<file path="config.mk">
export PLATFORM = sky130hd
export DESIGN_NAME = bcd_scan_display
export DESIGN_NICKNAME = d
export VERILOG_FILES = /design/src/rtl/seg7_pkg.sv /design/src/rtl/bcd_to_seg7.sv /design/src/rtl/bcd_scan_display.sv
export SDC_FILE = /design/constraint.sdc
export NUM_CORES = 1
export LEC_CHECK = 0
export BUFFER_PORTS_ARGS = -buffer_cell sky130_fd_sc_hd__clkbuf_2
export CORE_AREA = 2 2 64 66
export DETAILED_ROUTE_END_ITERATION = 6
export DIE_AREA = 0 0 66 68
export HOLD_SLACK_MARGIN = 0.05
export PLACE_DENSITY = 0.82
export SYNTH_ARGS = -nofsm -noshare
export SYNTH_HDL_FRONTEND = slang
export SYNTH_SLANG_ARGS = --single-unit
</file>
<file path="constraint.sdc">
create_clock -name clk -period 5.9 [get_ports clk]
set_input_delay 0.295 -clock clk [delete_from_list [all_inputs] [get_ports clk]]
set_output_delay 0.295 -clock clk [all_outputs]
set_load 0.05 [all_outputs]
</file>
<file path="src/rtl/seg7_pkg.sv">
// Shared 7-segment constants: active-low segment encodings {g,f,e,d,c,b,a},
// active-low anode selects, and small helpers used by the scan display.
package seg7_pkg;

    localparam int NUM_DIGITS = 4;

    // Decimal digit encodings, common-anode (a 0 lights the segment)
    localparam logic [6:0] SEG_DIGIT [0:9] = '{
        7'b1000000,  // 0
        7'b1111001,  // 1
        7'b0100100,  // 2
        7'b0110000,  // 3
        7'b0011001,  // 4
        7'b0010010,  // 5
        7'b0000010,  // 6
        7'b1111000,  // 7
        7'b0000000,  // 8
        7'b0010000   // 9
    };

    localparam logic [6:0] SEG_DASH = 7'b0111111;
    localparam logic [6:0] SEG_OFF  = 7'b1111111;

    // Active-low anode selects; AN_Dk enables digit k
    localparam logic [3:0] AN_OFF = 4'b1111;
    localparam logic [3:0] AN_D0  = 4'b1110;
    localparam logic [3:0] AN_D1  = 4'b1101;
    localparam logic [3:0] AN_D2  = 4'b1011;
    localparam logic [3:0] AN_D3  = 4'b0111;

    // Anode pattern for a given digit index
    function automatic logic [3:0] anode_sel(input logic [1:0] idx);
        logic [3:0] an;
        case (idx)
            2'd0:    an = AN_D0;
            2'd1:    an = AN_D1;
            2'd2:    an = AN_D2;
            default: an = AN_D3;
        endcase
        return an;
    endfunction

    // True when any nibble of a packed 4-digit word is not a decimal digit
    function automatic logic bcd_has_invalid(input logic [15:0] bcd);
        logic bad;
        bad = 1'b0;
        for (int k = 0; k < NUM_DIGITS; k++) begin
            if (bcd[k*4 +: 4] > 4'd9) bad = 1'b1;
        end
        return bad;
    endfunction

endpackage

</file>
<file path="src/rtl/bcd_to_seg7.sv">
// Combinational BCD nibble to common-anode 7-segment decoder.
// Non-decimal nibbles render as a dash so bad data is visible on the panel.
module bcd_to_seg7
    import seg7_pkg::*;
(
    input  logic [3:0] i_nib,
    output logic [6:0] o_seg
);

    // Table lookup with dash fallback for 10..15
    always_comb begin
        o_seg = SEG_DASH;
        case (i_nib)
            4'd0: o_seg = SEG_DIGIT[0];
            4'd1: o_seg = SEG_DIGIT[1];
            4'd2: o_seg = SEG_DIGIT[2];
            4'd3: o_seg = SEG_DIGIT[3];
            4'd4: o_seg = SEG_DIGIT[4];
            4'd5: o_seg = SEG_DIGIT[5];
            4'd6: o_seg = SEG_DIGIT[6];
            4'd7: o_seg = SEG_DIGIT[7];
            4'd8: o_seg = SEG_DIGIT[8];
            4'd9: o_seg = SEG_DIGIT[9];
            default: o_seg = SEG_DASH;
        endcase
    end

endmodule

</file>
<file path="src/rtl/bcd_scan_display.sv">
// Time-multiplexed 4-digit common-anode display driver. Captures a packed
// BCD word on the converter's ready strobe into a shadow register and scans
// d3..d0 with a dark dead time at the start of each slot to avoid ghosting.
module bcd_scan_display
    import seg7_pkg::*;
#(
    parameter int REFRESH_DIV = 50000,
    parameter int BLANK_CYC   = 16
)(
    input  logic        clk,
    input  logic        rst,
    input  logic        bcd_valid,
    input  logic [15:0] bcd_in,
    input  logic        blank_en,
    output logic [3:0]  anode,
    output logic [6:0]  seg,
    output logic        bcd_err
);

    localparam int DIV_W = (REFRESH_DIV > 1) ? $clog2(REFRESH_DIV) : 1;
    localparam logic [DIV_W-1:0] PRESC_MAX = DIV_W'(REFRESH_DIV - 1);
    localparam logic [DIV_W-1:0] BLANK_LIM = DIV_W'(BLANK_CYC);

    logic [DIV_W-1:0] r_presc;
    logic [1:0]       r_idx;
    logic [15:0]      r_shadow;
    logic             r_err;
    logic [3:0]       r_anode;
    logic [6:0]       r_seg;

    logic [3:0]       w_nib;
    logic [6:0]       w_dec;
    logic             w_dead;
    logic [3:0]       w_zero;
    logic             w_blank;
    logic [3:0]       w_anode_nxt;
    logic [6:0]       w_seg_nxt;

    // Slot prescaler and digit index; the wrap cycle steps the index downward
    always_ff @(posedge clk or posedge rst) begin
        if (rst) begin
            r_presc <= '0;
            r_idx   <= 2'd3;
        end else if (r_presc == PRESC_MAX) begin
            r_presc <= '0;
            r_idx   <= r_idx - 2'd1;
        end else begin
            r_presc <= r_presc + DIV_W'(1);
        end
    end

    // Capture every strobe; error flag tracks the most recently captured word
    always_ff @(posedge clk or posedge rst) begin
        if (rst) begin
            r_shadow <= 16'h0000;
            r_err    <= 1'b0;
        end else if (bcd_valid) begin
            r_shadow <= bcd_in;
            r_err    <= bcd_has_invalid(bcd_in);
        end
    end

    // Select the nibble for the current digit index
    always_comb begin
        w_nib = r_shadow[15:12];
        case (r_idx)
            2'd0:    w_nib = r_shadow[3:0];
            2'd1:    w_nib = r_shadow[7:4];
            2'd2:    w_nib = r_shadow[11:8];
            default: w_nib = r_shadow[15:12];
        endcase
    end

    bcd_to_seg7 u_dec (
        .i_nib (w_nib),
        .o_seg (w_dec)
    );

    // Leading-zero blanking: digit k blanks only if it and all higher digits are 0
    always_comb begin
        for (int k = 0; k < NUM_DIGITS; k++) begin
            w_zero[k] = (r_shadow[k*4 +: 4] == 4'd0);
        end
        w_blank = 1'b0;
        case (r_idx)
            2'd3:    w_blank = blank_en & w_zero[3];
            2'd2:    w_blank = blank_en & w_zero[3] & w_zero[2];
            2'd1:    w_blank = blank_en & w_zero[3] & w_zero[2] & w_zero[1];
            default: w_blank = 1'b0;
        endcase
    end

    // Next anode/segment values: dark during dead time, else selected digit
    always_comb begin
        w_dead      = (r_presc < BLANK_LIM);
        w_anode_nxt = anode_sel(r_idx);
        w_seg_nxt   = w_blank ? SEG_OFF : w_dec;
        if (w_dead) begin
            w_anode_nxt = AN_OFF;
            w_seg_nxt   = SEG_OFF;
        end
    end

    // Output register: anode and segments update together, one cycle behind state
    always_ff @(posedge clk or posedge rst) begin
        if (rst) begin
            r_anode <= AN_OFF;
            r_seg   <= SEG_OFF;
        end else begin
            r_anode <= w_anode_nxt;
            r_seg   <= w_seg_nxt;
        end
    end

    assign anode   = r_anode;
    assign seg     = r_seg;
    assign bcd_err = r_err;

endmodule
</file>
==> results.py <==
metrics = {
    "pwr": {
        "power_density_nw_per_um2": 257.2,
        "ir_worst_vdd_mv": 0.1761,
        "p_leak_nw": 1.103,
    },
    "clock_network": {
        "postCtsSetupBuffers": 0,
        "post_cts_resized": 0,
        "clk_path_buf_depth": 2,
        "clock_latency_ps": 290,
        "cts_made_buffers": 5,
        "ctsHoldBuffers": 0,
        "clockRootBuffer": "clkbuf_8",
        "clkSinkCount": 46,
        "cts_tree": "yes",
        "ctsHtreeMaxLevel": 2,
        "path_clk_slew_ps": 80,
    },
    "route": {
        "post_drt_wl_per_cell_microns": 14.75,
        "vias": 1584,
        "antenna_left": 0,
        "post-route-drc-count": 0,
        "drt-vias-per-instance": 5.718,
        "routed_wirelength_microns": 4085,
        "drt_iter0_drc": 142,
        "dr.pass1.iters": 4,
    },
    "cells_and_area": {
        "layout.cells.non_filler": 277,
        "finish.utilization_pct": 64.21,
        "syn_to_final_growth_pct": 13.54,
        "layout.nets": 255,
        "drive_gt1_share_pct": 31.28,
        "antenna_cells": 0,
    },
    "floorplan": {
        "rows": 23,
        "die_area_sq_um": 4488,
        "io_pins": 32,
        "design.core.area_sq_um": 3856,
        "initial_core_util_pct": 56.55,
        "die_x_microns": 66,
        "die_h_microns": 68,
    },
    "timing": {
        "rsz0062_at_grt": "no",
        "worstMarginPinSlew_ps": 882.4,
        "fin_crit_sh_pct": 38.32,
        "finalHoldViolations": 0,
        "fmax_mhz": 442.3,
        "tns_ps": 0,
        "setup_viol": 0,
        "slew_viol_final": 0,
        "setup_ws_ps": 3639,
        "relSlewSlack_pct": 40.96,
        "fin_crit_ps": 2261,
        "skew_ps": 2.858,
    },
    "placement": {
        "place_ws_ps": 3675,
        "gp_congestion": 0.8432,
        "numPortBuffers": 31,
        "dp.final_hpwl_microns": 2966,
        "place_inst": 269,
    },
    "critical_path": {
        "slowest_stage": "dfstp_2",
        "required_ps": 6120,
        "path_max_fanout": 8,
        "worstSetupPathType": "reg2reg",
        "end_kind": "flop",
        "critPathLaunchType": "flop",
        "crit_chain": "inv_1 > ha_1 > a222oi_1 > mux2_2 > inv_1 > ha_1 > and3_1 > o21ai_0",
        "r2r_setup_slack_ps": 3640,
        "crit_arrival_ps": 2480,
        "crit_path_max_incr_delay_ps": 560,
    },
    "run": {
        "cap_viol_max_count": 0,
    },
    "synthesis": {
        "ys_top_cells_by_area": "dfrtp_1 (38%), dfstp_2 (16%), mux2_2 (7.7%)",
        "synth_top_area_share_pct": 37.87,
        "synth_largest_area_cell": "dfrtp_1",
        "synth_xor_area_share_pct": 5.221,
        "synth_area_sq_um": 2181,
        "yosys.area_share.adder_pct": 5.164,
        "synth_nets": 221,
        "synth_top_family_by_area": "simple AND/OR/NAND/NOR gates",
        "synth_compound_area_share_pct": 8.548,
        "muxShareOfSynthArea_pct": 9.581,
        "yosysWarnings": 0,
        "ys_seq_area_share_pct": 53.53,
        "syn_area_per_cell_sq_um": 11.36,
        "synth_cells": 192,
        "ys_ff_latch": 46,
        "synth_cell_types": 35,
        "synthSimpleGateAreaFrac_pct": 14.74,
    },
    "global_routing": {
        "grt_pass1_wl_microns": 6568,
        "grt_max_degree": 47,
        "grt_usage_pct": 19.63,
        "grt_pass1_vias": 1445,
        "overflow": 0,
        "antenna_found_initial": 0,
    },
    "hold_path": {
        "hp-class": "in2async",
    },
    "status": {
        "status": "finished clean",
    },
}
[cell type report]
class | count | area [sq um]
fill | 329 | 1380
inverter | 13 | 48.80
multi-input combinational | 128 | 943.4
clock inverter | 1 | 5.005
tap | 50 | 62.56
timing repair buffer | 32 | 162.7
clock buffer | 7 | 86.33
sequential | 46 | 1167
[layer usage]
metal / global-route usage (%) / vias to the layer above / part of all wire, %
met5: 0 / - / 0
met4: 7.143 / 0 / 2.1
met3: 5.099 / 10 / 5.4
met2: 31.57 / 50 / 49
met1: 25.98 / 762 / 44
li1: - / 762 / -
[registers in the layout, indices dropped and copies added (netlist names)]
register,cells
anode,4
r_presc,16
seg,7
r_idx,2
r_shadow,16
bcd_err,1
[report_power, final]
group / internal [mW] / switching (mW)
clock: 0.0945 / 0.0984
combinational: 0.0302 / 0.0639
sequential: 0.339 / 0.0105
[worst paths after layout]
check | start | end | cells past startpoint
worst max register to register | r_idx[0] | seg[4] | 8
worst max-delay path | r_idx[0] | seg[4] | 8
worst min-delay path | rst | r_presc[14] | 3
worst min register to register | r_presc[0] | r_presc[0] | 1
max in group asynchronous | rst | r_idx[1] | 3
min in group clk | bcd_in[12] | r_shadow[12] | 3
[kinds of logic (layout without fill, tap and decap cells)]
group	Yosys count	in the layout
buffers and inverters	18	53
and+or+nand+nor	58	58
adders and majority gates	9	9
xor gates and xnor gates	13	13
DFF	46	46
AOI/OAI and AO/OA	29	29
muxes	19	19
[cells in the final DEF (no fill, tap or decap), drive strengths merged, types with 3 or more instances in the layout]
cell	count
dfrtp	33
ha	9
a21oi	5
xnor2	6
nand3	6
clkbuf	38
mux2i	4
nor2	11
mux2	15
inv	13
nor3	3
o21ai	13
and3	3
dfstp	13
nand4	9
and4	3
xor2	7
a222oi	4
nand2	12
nor4	5
[critical path, delay by kind of cell, from the launching register on]
kind / cells / cell delay, ps
AO/OA/AOI/OAI: 2 / 480
adder cells (fa/ha/maj): 2 / 520
buffers and inverters: 2 / 220
flip-flops: 1 / 560
multiplexers: 1 / 270
AND/OR/NAND/NOR: 1 / 140
[Yosys cell counts]
cell      instances
mux2_2           15
a21oi_1           5
buf_2             2
nand4_2           1
nor2b_1           1
or3_2             1
ha_1              9
xnor2_1           6
dfrtp_1          33
nand2_1          12
and4_2            1
o31ai_1           1
o21ai_0          13
a211oi_1          2
a21o_1            1
or3_4             1
inv_1            13
or4_1             1
nand4b_1          2
and3_1            3
and4_1            2
nor3_1            3
xor2_1            7
a222oi_1          4
nor2_1           11
nand4_1           8
o311ai_0          1
clkbuf_1          2
mux2i_1           4
dfstp_2          13
buf_1             1
nor4_1            5
nand3_1           6
o211a_1           1
o211ai_1          1
[through the flow]
| step | hold slack [ps] | area, sq um | power, mW |
|---|---|---|---|
| after global placement | 443.9 | 2385 | 0.4473 |
| after CTS | 131.2 | 2476 | 0.6415 |
| final | 107.7 | 2476 | 0.6369 |
| after detailed placement | 445.4 | 2385 | 0.4501 |
| after global routing | 166.9 | 2476 | 0.6671 |
| after floorplan | 416.0 | 2181 | 0.4240 |
No activity file was read; power rests on OpenSTA's default activity.
